**src/rtl/out_ram_reader.sv**
```systemverilog
`default_nettype none
// ============================================================================
// Module   : out_ram_reader
// Brief    : Reads all four words of the output RAM in one request cycle,
//            snapshots them, and streams them over valid/ready one per beat.
// Revision : 1.0 - initial release
// ============================================================================
module out_ram_reader #(
  parameter int DW      = 8,
  parameter int AW      = 2,
  parameter int REVERSE = 0
) (
  input  logic          clk,
  input  logic          rst_n,
  input  logic          start,
  output logic          ram_ce,
  output logic          ram_we,
  output logic [AW-1:0] ram_addr0,
  output logic [AW-1:0] ram_addr1,
  output logic [AW-1:0] ram_addr2,
  output logic [AW-1:0] ram_addr3,
  input  logic [DW-1:0] ram_data_r0,
  input  logic [DW-1:0] ram_data_r1,
  input  logic [DW-1:0] ram_data_r2,
  input  logic [DW-1:0] ram_data_r3,
  output logic [DW-1:0] out_data,
  output logic          out_valid,
  input  logic          out_ready,
  output logic          out_last,
  output logic          busy,
  output logic          done
);

  localparam logic [2:0] c_IDLE    = 3'd0;
  localparam logic [2:0] c_REQ     = 3'd1;
  localparam logic [2:0] c_CAPTURE = 3'd2;
  localparam logic [2:0] c_SEND    = 3'd3;
  localparam logic [2:0] c_DONE    = 3'd4;

  logic [2:0]    r_state;
  logic [2:0]    w_next_state;
  logic [1:0]    r_idx;
  logic [DW-1:0] r_buf [4];
  logic          w_xfer;
  logic [1:0]    w_sel;

  // The reader never writes; each read port always fetches its own word.
  assign ram_we    = 1'b0;
  assign ram_addr0 = AW'(0);
  assign ram_addr1 = AW'(1);
  assign ram_addr2 = AW'(2);
  assign ram_addr3 = AW'(3);

  assign w_xfer = (r_state == c_SEND) && out_ready;
  // Reverse order is 3-idx, which for a 2-bit index is its bitwise inverse.
  assign w_sel  = (REVERSE != 0) ? ~r_idx : r_idx;

  // State register
  always_ff @(posedge clk or negedge rst_n) begin
    if (!rst_n) begin
      r_state <= c_IDLE;
    end else begin
      r_state <= w_next_state;
    end
  end

  // Next-state logic: start is only looked at while idle
  always_comb begin
    w_next_state = r_state;
    case (r_state)
      c_IDLE:    if (start) w_next_state = c_REQ;
      c_REQ:     w_next_state = c_CAPTURE;
      c_CAPTURE: w_next_state = c_SEND;
      c_SEND:    if (out_ready && (r_idx == 2'd3)) w_next_state = c_DONE;
      c_DONE:    w_next_state = c_IDLE;
      default:   w_next_state = c_IDLE;
    endcase
  end

  // Snapshot buffer and word index; buffer only loads during CAPTURE
  always_ff @(posedge clk or negedge rst_n) begin
    if (!rst_n) begin
      r_idx <= 2'd0;
      for (int i = 0; i < 4; i++) r_buf[i] <= '0;
    end else begin
      if (r_state == c_CAPTURE) begin
        r_buf[0] <= ram_data_r0;
        r_buf[1] <= ram_data_r1;
        r_buf[2] <= ram_data_r2;
        r_buf[3] <= ram_data_r3;
      end
      if (w_xfer) r_idx <= r_idx + 2'd1;
    end
  end

  // Output decode from state; data is zero whenever not presenting a word
  always_comb begin
    ram_ce    = 1'b0;
    out_valid = 1'b0;
    out_last  = 1'b0;
    out_data  = '0;
    busy      = (r_state != c_IDLE);
    done      = 1'b0;
    case (r_state)
      c_REQ:  ram_ce = 1'b1;
      c_SEND: begin
        out_valid = 1'b1;
        out_last  = (r_idx == 2'd3);
        out_data  = r_buf[w_sel];
      end
      c_DONE: done = 1'b1;
      default: ;
    endcase
  end

endmodule
`default_nettype wire

```
**config.mk**
```make
export PLATFORM = sky130hd
export DESIGN_NAME = out_ram_reader
export DESIGN_NICKNAME = d
export VERILOG_FILES = /design/src/rtl/out_ram_reader.sv
export SDC_FILE = /design/constraint.sdc
export NUM_CORES = 1
export LEC_CHECK = 0
export CORE_MARGIN = 1.5
export CORE_UTILIZATION = 25
export DETAILED_ROUTE_END_ITERATION = 10
export GPL_ROUTABILITY_DRIVEN = 0
export PLACE_DENSITY = 0.48
export SYNTH_ARGS = -nofsm -noshare
export SYNTH_HDL_FRONTEND = slang
export SYNTH_SLANG_ARGS = --single-unit
```
**constraint.sdc**
```tcl
create_clock -name clk -period 4.4 [get_ports clk]
set_input_delay 0.88 -clock clk [delete_from_list [all_inputs] [get_ports clk]]
set_output_delay 0.88 -clock clk [all_outputs]
set_load 0.05 [all_outputs]
```
==> results of run 1 <==
## per-stage QoR
step | cell area (sq um) | util, %
after detailed placement | 2295 | 33.41
after floorplan | 1831 | -
after global routing | 2391 | 34.81
after global placement | 2295 | 33.41
final | 2391 | 34.81
after CTS | 2391 | 34.81
## layout make-up
type,instances,area (sq um)
Clock buffer,6,82.58
Multi-Input combinational cell,83,765.7
Fill cell,668,4478
Clock inverter,2,13.76
Tap cell,96,120.1
Timing Repair Buffer,49,483.0
Sequential cell,37,925.9
## report_power, final
part,switching (mW),internal [mW],leakage [nW]
clock network,0.124,0.127,0.0512
registers,0.147,0.512,0.433
logic,0.555,0.474,0.498
## cells in the final DEF (no fill, tap or decap), types with 2 or more instances in the layout
master,n
clkdlybuf4s50_1,47
dfrtp_1,37
o21bai_1,2
nor3b_1,2
conb_1,9
o22ai_1,8
mux2i_1,16
mux2_2,29
clkbuf_8,6
mux2_1,4
nand4b_1,2
## logic make-up after synthesis
| family | share of synthesized area (%) |
|---|---|
| flops | 51.32 |
| fa+ha+maj | 0.6934 |
| mux | 29.47 |
| buf+inv | 7.697 |
| simple gates | 4.994 |
| compound gates | 4.923 |
| other cells | 0.4162 |
| xor+xnor | 0.4855 |
## per-layer routing
metal	up-vias	part of all wire [%]	global-route usage, %
met2	40	51	17.97
met4	0	2.4	4.762
met3	9	5.5	3.299
met5	-	0	0
li1	545	-	-
met1	573	41	12.40
## flip-flops by register name, summed over array words and instances (netlist names)
name / cells
r_state: 3
r_buf: 32
r_idx: 2
## how the worst max path moves through the flow
stage / cells past startpoint / slack (ns) / endpoint
floorplan: 2 / 1.82 / done
detailed placement: 3 / 1.27 / out_data[6]
finish: 3 / 1.0 / out_data[0]
global placement: 3 / 1.32 / out_last
CTS: 3 / 0.94 / out_last
global route: 3 / 0.80 / out_data[6]
==> impl_metrics.yaml, run 1 <==
outcome:
  status: "complete, no violations"
hold_path:
  hp-class: "reg2reg"
  worstHoldEndpoint: "r_buf[14]$_DFFE_PN0N_"
  whs_path_depth: 1
  worstHoldStart: "r_buf[14]$_DFFE_PN0N_"
cts:
  htreeDepth: 2
  clockBufferDepth: 2
  cts.sinks: 37
  numCtsBuffers: 5
  path_clk_slew_ns: 0.08
  post_cts_buffers: 0
  cts_tree: "yes"
  clkLatencyLatePin_ns: 0.29
  root_buffer: "clkbuf_8"
  hold_buffers: 0
  cts.repair.resized: 0
synth:
  async_flop_share_pct: 100.0
  synthDistinctLibCells: 24
  synthesis.area_sq_um: 1804
  synth.largest_area_cell: "dfrtp_1"
  synthFlopType: "dfrtp_1"
  yosysMostFrequentCell: "dfrtp_1"
  ys_ff_latch: 37
  synth_warnings: 0
  synth-edff-count: 0
  synthDominantCellAreaShare_pct: 51.32
  syn_inst: 131
  ys_seq_area_share_pct: 51.32
  ys_top_cells_by_area: "dfrtp_1, mux2_2, mux2i_1, buf_4, o22ai_1"
  synth.avg_cell_area_sq_um: 13.77
  synthTopCellsByCount: "dfrtp_1, mux2_2, mux2i_1, buf_4, o22ai_1"
route:
  drt_iter0_drc: 40
  firstDrtPassIters: 4
  wl_microns: 3732
  drtAntennaViolNets: 0
  dr_total_vias: 1167
  route.detailed.drc: 0
  routed_wire_length_per_instance_microns: 13.67
  avgViaCountPerCell: 4.275
floorplan:
  die_h_microns: 87.95
  fp.dieW_microns: 87.95
  rows: 30
  dieArea_sq_um: 7735
  core-area_sq_um: 6869
  top_level_ports: 58
  initial_core_util_pct: 26.27
global_route:
  antenna_found_initial: 0
  first_global_vias: 1242
  gr-total-overflow: 0
  grt_pass1_wl_microns: 6147
  track_usage_pct: 10.65
  grt_start_max_net_pins: 38
sta:
  skew_ns: 0.005382
  worstMarginPinSlew_ns: 0.9120
  holdWs_ns: 0.4958
  final_hold_viol_count: 0
  fmax_mhz: 294.0
  worst_slack_ns: 0.9982
  layout_min_cycle_time_ns: 3.402
  setup_viol_count_final: 0
  maxSlewHeadroom_pct: 39.20
  finalMaxSlewViolations: 0
  fin_setup_tns_ns: 0
  rsz0062_at_grt: "no"
  min_period_over_period_pct: 77.31
run:
  maxCapViolCount: 0
critical_path:
  cpPeakStageDelay_ns: 0.95
  required_ns: 3.52
  critical_path.top_delay_family: "flip-flops"
  reg2regPathDepth: 2
  critical_path.cell_chain: "mux2i_1 -> o22ai_1 -> clkdlybuf4s50_1"
  worstPathMaxFanout: 18
  cp-startpoint: "r_idx[1]$_DFFE_PN0P_"
  crit_slowest_cell: "dfrtp_1"
  critical_path_class: "reg2out"
  worstPathArrival_ns: 2.52
  reg2reg_from: "r_idx[1]$_DFFE_PN0P_"
  worst_setup_path_end_kind: "output port"
  worstReg2RegEnd: "r_idx[1]$_DFFE_PN0P_"
  cp-start-kind: "flop"
  r2r_setup_slack_ns: 2.72
  path_buf_inv: 1
placement:
  dp_slack_ns: 1.271
  portBuffers: 48
  dp.cells: 265
  place_hpwl_microns: 2698
cells_and_area:
  layout.nets: 213
  area_delta_synth_final_pct: 32.52
  fin_cells: 273
  diodes: 0
  drive_gt1_share_pct: 23.16
power_and_ir_drop:
  p_per_area_nw_per_um2: 811.1
  power.total_mw: 1.939
  ir_drop_v: 0.0003732
  leakagePower_nw: 0.9827
Note: power is estimated with default switching activity, not from simulation.
==> run 2, diff against run 1 <==
==> constraint.sdc (replaced) <==
create_clock -name clk -period 3.2 [get_ports clk]
set_input_delay 0.64 -clock clk [delete_from_list [all_inputs] [get_ports clk]]
set_output_delay 0.64 -clock clk [all_outputs]
set_load 0.05 [all_outputs]
==> impl_metrics.yaml, run 2 (synthesis gave the netlist of run 1 again) <==
outcome:
  status: "complete, no violations"
floorplan:
  core-area_sq_um: 6869
  initial_core_util_pct: 26.27
  die_h_microns: 87.95
  top_level_ports: 58
  rows: 30
  fp.dieW_microns: 87.95
  dieArea_sq_um: 7735
cts:
  clockBufferDepth: 2
  root_buffer: "clkbuf_8"
  numCtsBuffers: 5
  cts.sinks: 37
  htreeDepth: 2
  path_clk_slew_ns: 0.07
  clkLatencyLatePin_ns: 0.28
  hold_buffers: 0
  cts_tree: "yes"
power_and_ir_drop:
  p_sw_share_pct: 41.64
  p_int_mw: 1.588
  p_per_area_nw_per_um2: 1128
  power_frac_clock_pct: 14.2
  p_sw_mw: 1.133
  leakagePower_nw: 1.021
  pwr-share-comb_pct: 52.4
  seq_power_share_pct: 33.4
  ir_drop_v: 0.0004752
global_route:
  grt_start_max_net_pins: 38
  gr-total-overflow: 0
  grt_pass1_wl_microns: 6306
  antenna_found_initial: 0
  track_usage_pct: 10.98
  first_global_vias: 1275
route:
  firstDrtPassIters: 4
  dr_wl_met2_microns: 2006
  met3WireLength_microns: 219
  wl_microns: 3879
  route.detailed.drc: 0
  routed_wire_length_per_instance_microns: 14.21
  drtAntennaViolNets: 0
  drt_iter0_drc: 39
  met1_length_microns: 1573
  dr_total_vias: 1182
  maxUsedRoutingLayer: "met4"
  avgViaCountPerCell: 4.330
cells_and_area:
  reg_top3: "r_buf (32), r_state (3), r_idx (2)"
  top_register: "r_buf"
  diodes: 0
  drive_gt1_share_pct: 25.42
  layout.nets: 214
  mostFrequentLayoutCells: "clkdlybuf4s50_1, dfrtp_1, mux2_2"
  final_area_sq_um: 2412
  largest_reg_flops: 32
  area_delta_synth_final_pct: 33.70
  layout_commonest_cell: "clkdlybuf4s50_1"
  nFillCells: 683
  post-route-util_pct: 35.12
critical_path:
  cp-start-kind: "flop"
  worstPathArrival_ns: 2.34
  critical_path_class: "reg2out"
  worst_setup_path_end_kind: "output port"
  worstPathMaxFanout: 10
  required_ns: 2.56
sta:
  setup_viol_count_final: 0
  worstMarginPinSlew_ns: 0.8353
  skew_ns: 0.004511
  finalMaxSlewViolations: 0
  worst_slack_ns: 0.2170
  fmax_mhz: 335.2
  layout_min_cycle_time_ns: 2.983
  fin_setup_tns_ns: 0
  rsz0062_at_grt: "no"
  maxSlewHeadroom_pct: 44.31
  min_period_over_period_pct: 93.22
  final_hold_viol_count: 0
placement:
  portBuffers: 48
  place_area_sq_um: 2290
  dp_slack_ns: 0.3115
  place_hpwl_microns: 2758
hold_path:
  hp-class: "in2async"
run:
  maxCapViolCount: 0
[run 2: cell count changes in the layout (fill, tap and decap cells not counted), sizes merged]
| cell | delta |
|---|---|
| buf | +3 |
| bufinv | +1 |
| clkbuf | -1 |
| clkdlybuf4s50 | -4 |
| clkinv | -1 |
| dlymetal6s2s | +2 |
[run 2: timing repair]
action                                  4_1_cts  5_1_grt
pin swaps                                     0        1
setup buffers                                 0        1
endpoints found under the setup margin        1        7
resized for setup                             1        3
[run 2: power by group through the flow]
stage / Sequential (mW) / Combinational (mW) / Clock, mW
final: 0.909 / 1.43 / 0.387
after global routing: 0.951 / 1.52 / 0.424
after CTS: 0.912 / 1.44 / 0.404
after detailed placement: 0.920 / 1.43 / 0
after global placement: 0.910 / 1.40 / 0
after floorplan: 0.797 / 1.18 / 0
[run 2: cell type report]
class	instances	area, sq um	area share [%]
Clock buffer	5	68.82	2.853
Tap cell	96	120.1	4.979
Sequential cell	37	927.1	38.43
Timing Repair Buffer	50	490.5	20.33
Multi-Input combinational cell	83	770.7	31.95
Clock inverter	2	35.03	1.452
[run 2: path summary, 6_finish.rpt]
path / slack [ns] / depth (start not counted) / endpoint / from
worst max register to register: 1.50 / 3 / r_buf[2]$_DFFE_PN0N_ / r_state[1]$_DFFE_PN0P_
max in group asynchronous: 2.16 / 1 / r_idx[1]$_DFFE_PN0P_ / rst_n
worst min register to register: 0.49 / 1 / r_buf[5]$_DFFE_PN0N_ / r_buf[5]$_DFFE_PN0N_
worst max-delay path: 0.22 / 3 / out_data[6] / r_state[2]$_DFFE_PN0P_
worst min-delay path: 0.46 / 1 / r_buf[18]$_DFFE_PN0N_ / rst_n
min in group clk: 0.49 / 1 / r_buf[5]$_DFFE_PN0N_ / r_buf[5]$_DFFE_PN0N_
[run 2: stage by stage]
| step | power [mW] | cells | hold WS [ns] |
|---|---|---|---|
| 2_1_floorplan | 1.973 | 138 | 0.3444 |
| 3_3_place_gp | 2.309 | 265 | 0.4678 |
| 3_5_place_dp | 2.353 | 265 | 0.4801 |
| 4_1_cts | 2.751 | 272 | 0.4789 |
| 5_1_grt | 2.899 | 273 | 0.5074 |
| 6_report | 2.721 | 273 | 0.4559 |
[run 2: routing by layer]
layer / GRT usage, % / vias to the layer above
li1: - / 545
met1: 12.56 / 587
met2: 18.67 / 44
met3: 3.393 / 6
met4: 5.195 / 0
met5: 0 / -
[run 2: critical path: stages (launching register included)]
cell,delay (ns)
dfrtp_1,0.49
nand4bb_2,0.47
o22ai_1,0.27
clkdlybuf4s50_1,0.83
==> run 3, diff against run 2 <==
--- a/config.mk
+++ b/config.mk
@@ -5,11 +5,12 @@
 export SDC_FILE = /design/constraint.sdc
 export NUM_CORES = 1
 export LEC_CHECK = 0
+export CORE_ASPECT_RATIO = 0.7
 export CORE_MARGIN = 1.5
 export CORE_UTILIZATION = 25
 export DETAILED_ROUTE_END_ITERATION = 10
 export GPL_ROUTABILITY_DRIVEN = 0
-export PLACE_DENSITY = 0.48
+export PLACE_DENSITY = 0.49
 export SYNTH_ARGS = -nofsm -noshare
 export SYNTH_HDL_FRONTEND = slang
 export SYNTH_SLANG_ARGS = --single-unit
==> constraint.sdc (replaced) <==
create_clock -name clk -period 2.52 [get_ports clk]
set_input_delay 0.756 -clock clk [delete_from_list [all_inputs] [get_ports clk]]
set_output_delay 0.756 -clock clk [all_outputs]
set_load 0.05 [all_outputs]
==> impl_metrics.yaml, run 3 (synthesis gave the netlist of run 1 again) <==
critical_path:
  worstPathArrival_ns: 1.72
  worstPathMaxFanout: 9
  cp-startpoint: "r_state[2]$_DFFE_PN0P_"
  reg2reg_from: "r_state[0]$_DFFE_PN0P_"
  critical_path_class: "reg2out"
  cp-endpoint: "out_data[4]"
  crit_slowest_cell: "dfrtp_1"
  crit_top_cell: "buf_4"
  r2r_setup_slack_ns: 0.88
  cp-start-kind: "flop"
  required_ns: 1.76
  reg2regPathDepth: 4
  worst_setup_path_end_kind: "output port"
  worstReg2RegEnd: "r_buf[2]$_DFFE_PN0N_"
  critical_path.cell_chain: "buf_4 -> nand4b_1 -> buf_4 -> o22ai_1 -> buf_12"
  cpPeakStageDelay_ns: 0.38
cells_and_area:
  largest_reg_flops: 32
  area_delta_synth_final_pct: 42.44
  drive_gt1_share_pct: 34.78
  reg_top3: "r_buf (32), r_state (3), r_idx (2)"
  layout.nets: 220
  mostFrequentLayoutCells: "dfrtp_1, clkdlybuf4s50_1, mux2_2"
  top_register: "r_buf"
  diodes: 0
  nFillCells: 665
  final_area_sq_um: 2570
  layout_commonest_cell: "dfrtp_1"
floorplan:
  dieArea_sq_um: 7743
  rows: 25
  core-area_sq_um: 6850
  top_level_ports: 58
  initial_core_util_pct: 26.34
  die_h_microns: 74.08
  fp.dieW_microns: 104.5
cts:
  root_buffer: "clkbuf_8"
  cts.sinks: 37
  numCtsBuffers: 5
  clkLatencyLatePin_ns: 0.29
  clockBufferDepth: 2
  hold_buffers: 0
  htreeDepth: 2
  cts_tree: "yes"
  path_clk_slew_ns: 0.08
global_route:
  antenna_found_initial: 0
  grt_pass1_wl_microns: 6603
  gr-total-overflow: 0
  grt_start_max_net_pins: 38
  first_global_vias: 1365
  track_usage_pct: 11.04
power_and_ir_drop:
  ir_drop_v: 0.0007287
  power.total_mw: 3.939
  power_frac_clock_pct: 13.3
  seq_power_share_pct: 26.5
  p_per_area_nw_per_um2: 1533
  leakagePower_nw: 1.077
  p_sw_share_pct: 40.16
  p_sw_mw: 1.582
  pwr-share-comb_pct: 60.2
  p_int_mw: 2.357
run:
  maxCapViolCount: 0
route:
  drt_iter0_drc: 16
  wl_microns: 4077
  routed_wire_length_per_instance_microns: 14.67
  firstDrtPassIters: 4
  dr_total_vias: 1198
  drtAntennaViolNets: 0
  route.detailed.drc: 0
  avgViaCountPerCell: 4.309
sta:
  finalMaxSlewViolations: 0
  skew_ns: 0.007085
  final_hold_viol_count: 0
  rsz0062_at_grt: "no"
  fmax_mhz: 404.1
  min_period_over_period_pct: 98.19
  worstMarginPinSlew_ns: 0.8361
  fin_setup_tns_ns: 0
  maxSlewHeadroom_pct: 44.26
  layout_min_cycle_time_ns: 2.475
  setup_viol_count_final: 0
placement:
  place_area_sq_um: 2427
  place_hpwl_microns: 2932
  portBuffers: 48
hold_path:
  hp-class: "reg2reg"
outcome:
  status: "complete, no violations"
run 3: cell count changes in the layout (fill, tap and decap cells not counted), sizes merged:
cell           delta
clkdlybuf4s50     -9
buf              +16
clkinvlp          +1
dlymetal6s2s      -1
run 3: metal layers:
metal  wire length (microns)  vias to the layer above  track usage (%)  share of wire, %
met1                    1913                      593            13.47                47
met3                     250                        2            3.856               6.1
met2                    1886                       47            19.15                46
met4                      26                        0            2.469              0.64
li1                        -                      556                -                 -
met5                       0                        -                0                 0
run 3: final cells by class:
class | count | area [sq um] | share of cell area [%]
repair buffers | 56 | 620.6 | 24.15
clock buffers | 5 | 68.82 | 2.678
multi-input cells | 83 | 790.8 | 30.77
well taps | 94 | 117.6 | 4.576
clock inverters | 3 | 46.29 | 1.801
flip-flops and latches | 37 | 925.9 | 36.03
run 3: per-stage QoR:
stage	instances	worst slack (ns)	hold slack [ns]	util, %
floorplan	138	0.06547	0.4579	-
detailed placement	270	0.3357	0.4764	35.43
finish	278	0.04550	0.4903	37.52
global placement	270	0.3454	0.4722	35.43
global route	278	0.001075	0.5161	37.52
CTS	278	0.008594	0.4957	37.11
run 3: power by group through the flow:
stage	logic, mW	clock network [mW]	registers [mW]
3_3_place_gp	2.30	0	1.04
4_1_cts	2.34	0.541	1.05
5_1_grt	2.51	0.567	1.09
2_1_floorplan	1.49	0	1.01
6_report	2.37	0.522	1.04
3_5_place_dp	2.33	0	1.06
run 3: timing repair:
item | 4_1_cts | 5_1_grt
endpoints found under the setup margin | 0 | 4
setup buffers | 0 | 0
resized for setup | 0 | 5
run 3: how the worst min path moves through the flow:
stage | start | to | slack (ns) | depth (start not counted)
after detailed placement | r_buf[14]$_DFFE_PN0N_ | r_buf[14]$_DFFE_PN0N_ | 0.48 | 1
final | r_buf[3]$_DFFE_PN0N_ | r_buf[3]$_DFFE_PN0N_ | 0.49 | 1
after global placement | r_buf[14]$_DFFE_PN0N_ | r_buf[14]$_DFFE_PN0N_ | 0.47 | 1
after CTS | r_buf[14]$_DFFE_PN0N_ | r_buf[14]$_DFFE_PN0N_ | 0.50 | 1
after floorplan | rst_n | r_buf[0]$_DFFE_PN0N_ | 0.46 | 0
after global routing | r_buf[13]$_DFFE_PN0N_ | r_buf[13]$_DFFE_PN0N_ | 0.52 | 1
run 3: critical path: cells and delay by family (launching register included):
| family | cells | cell delay, ns |
|---|---|---|
| compound gates | 1 | 0.30 |
| simple gates | 1 | 0.18 |
| buf+inv | 3 | 0.56 |
| flops | 1 | 0.38 |
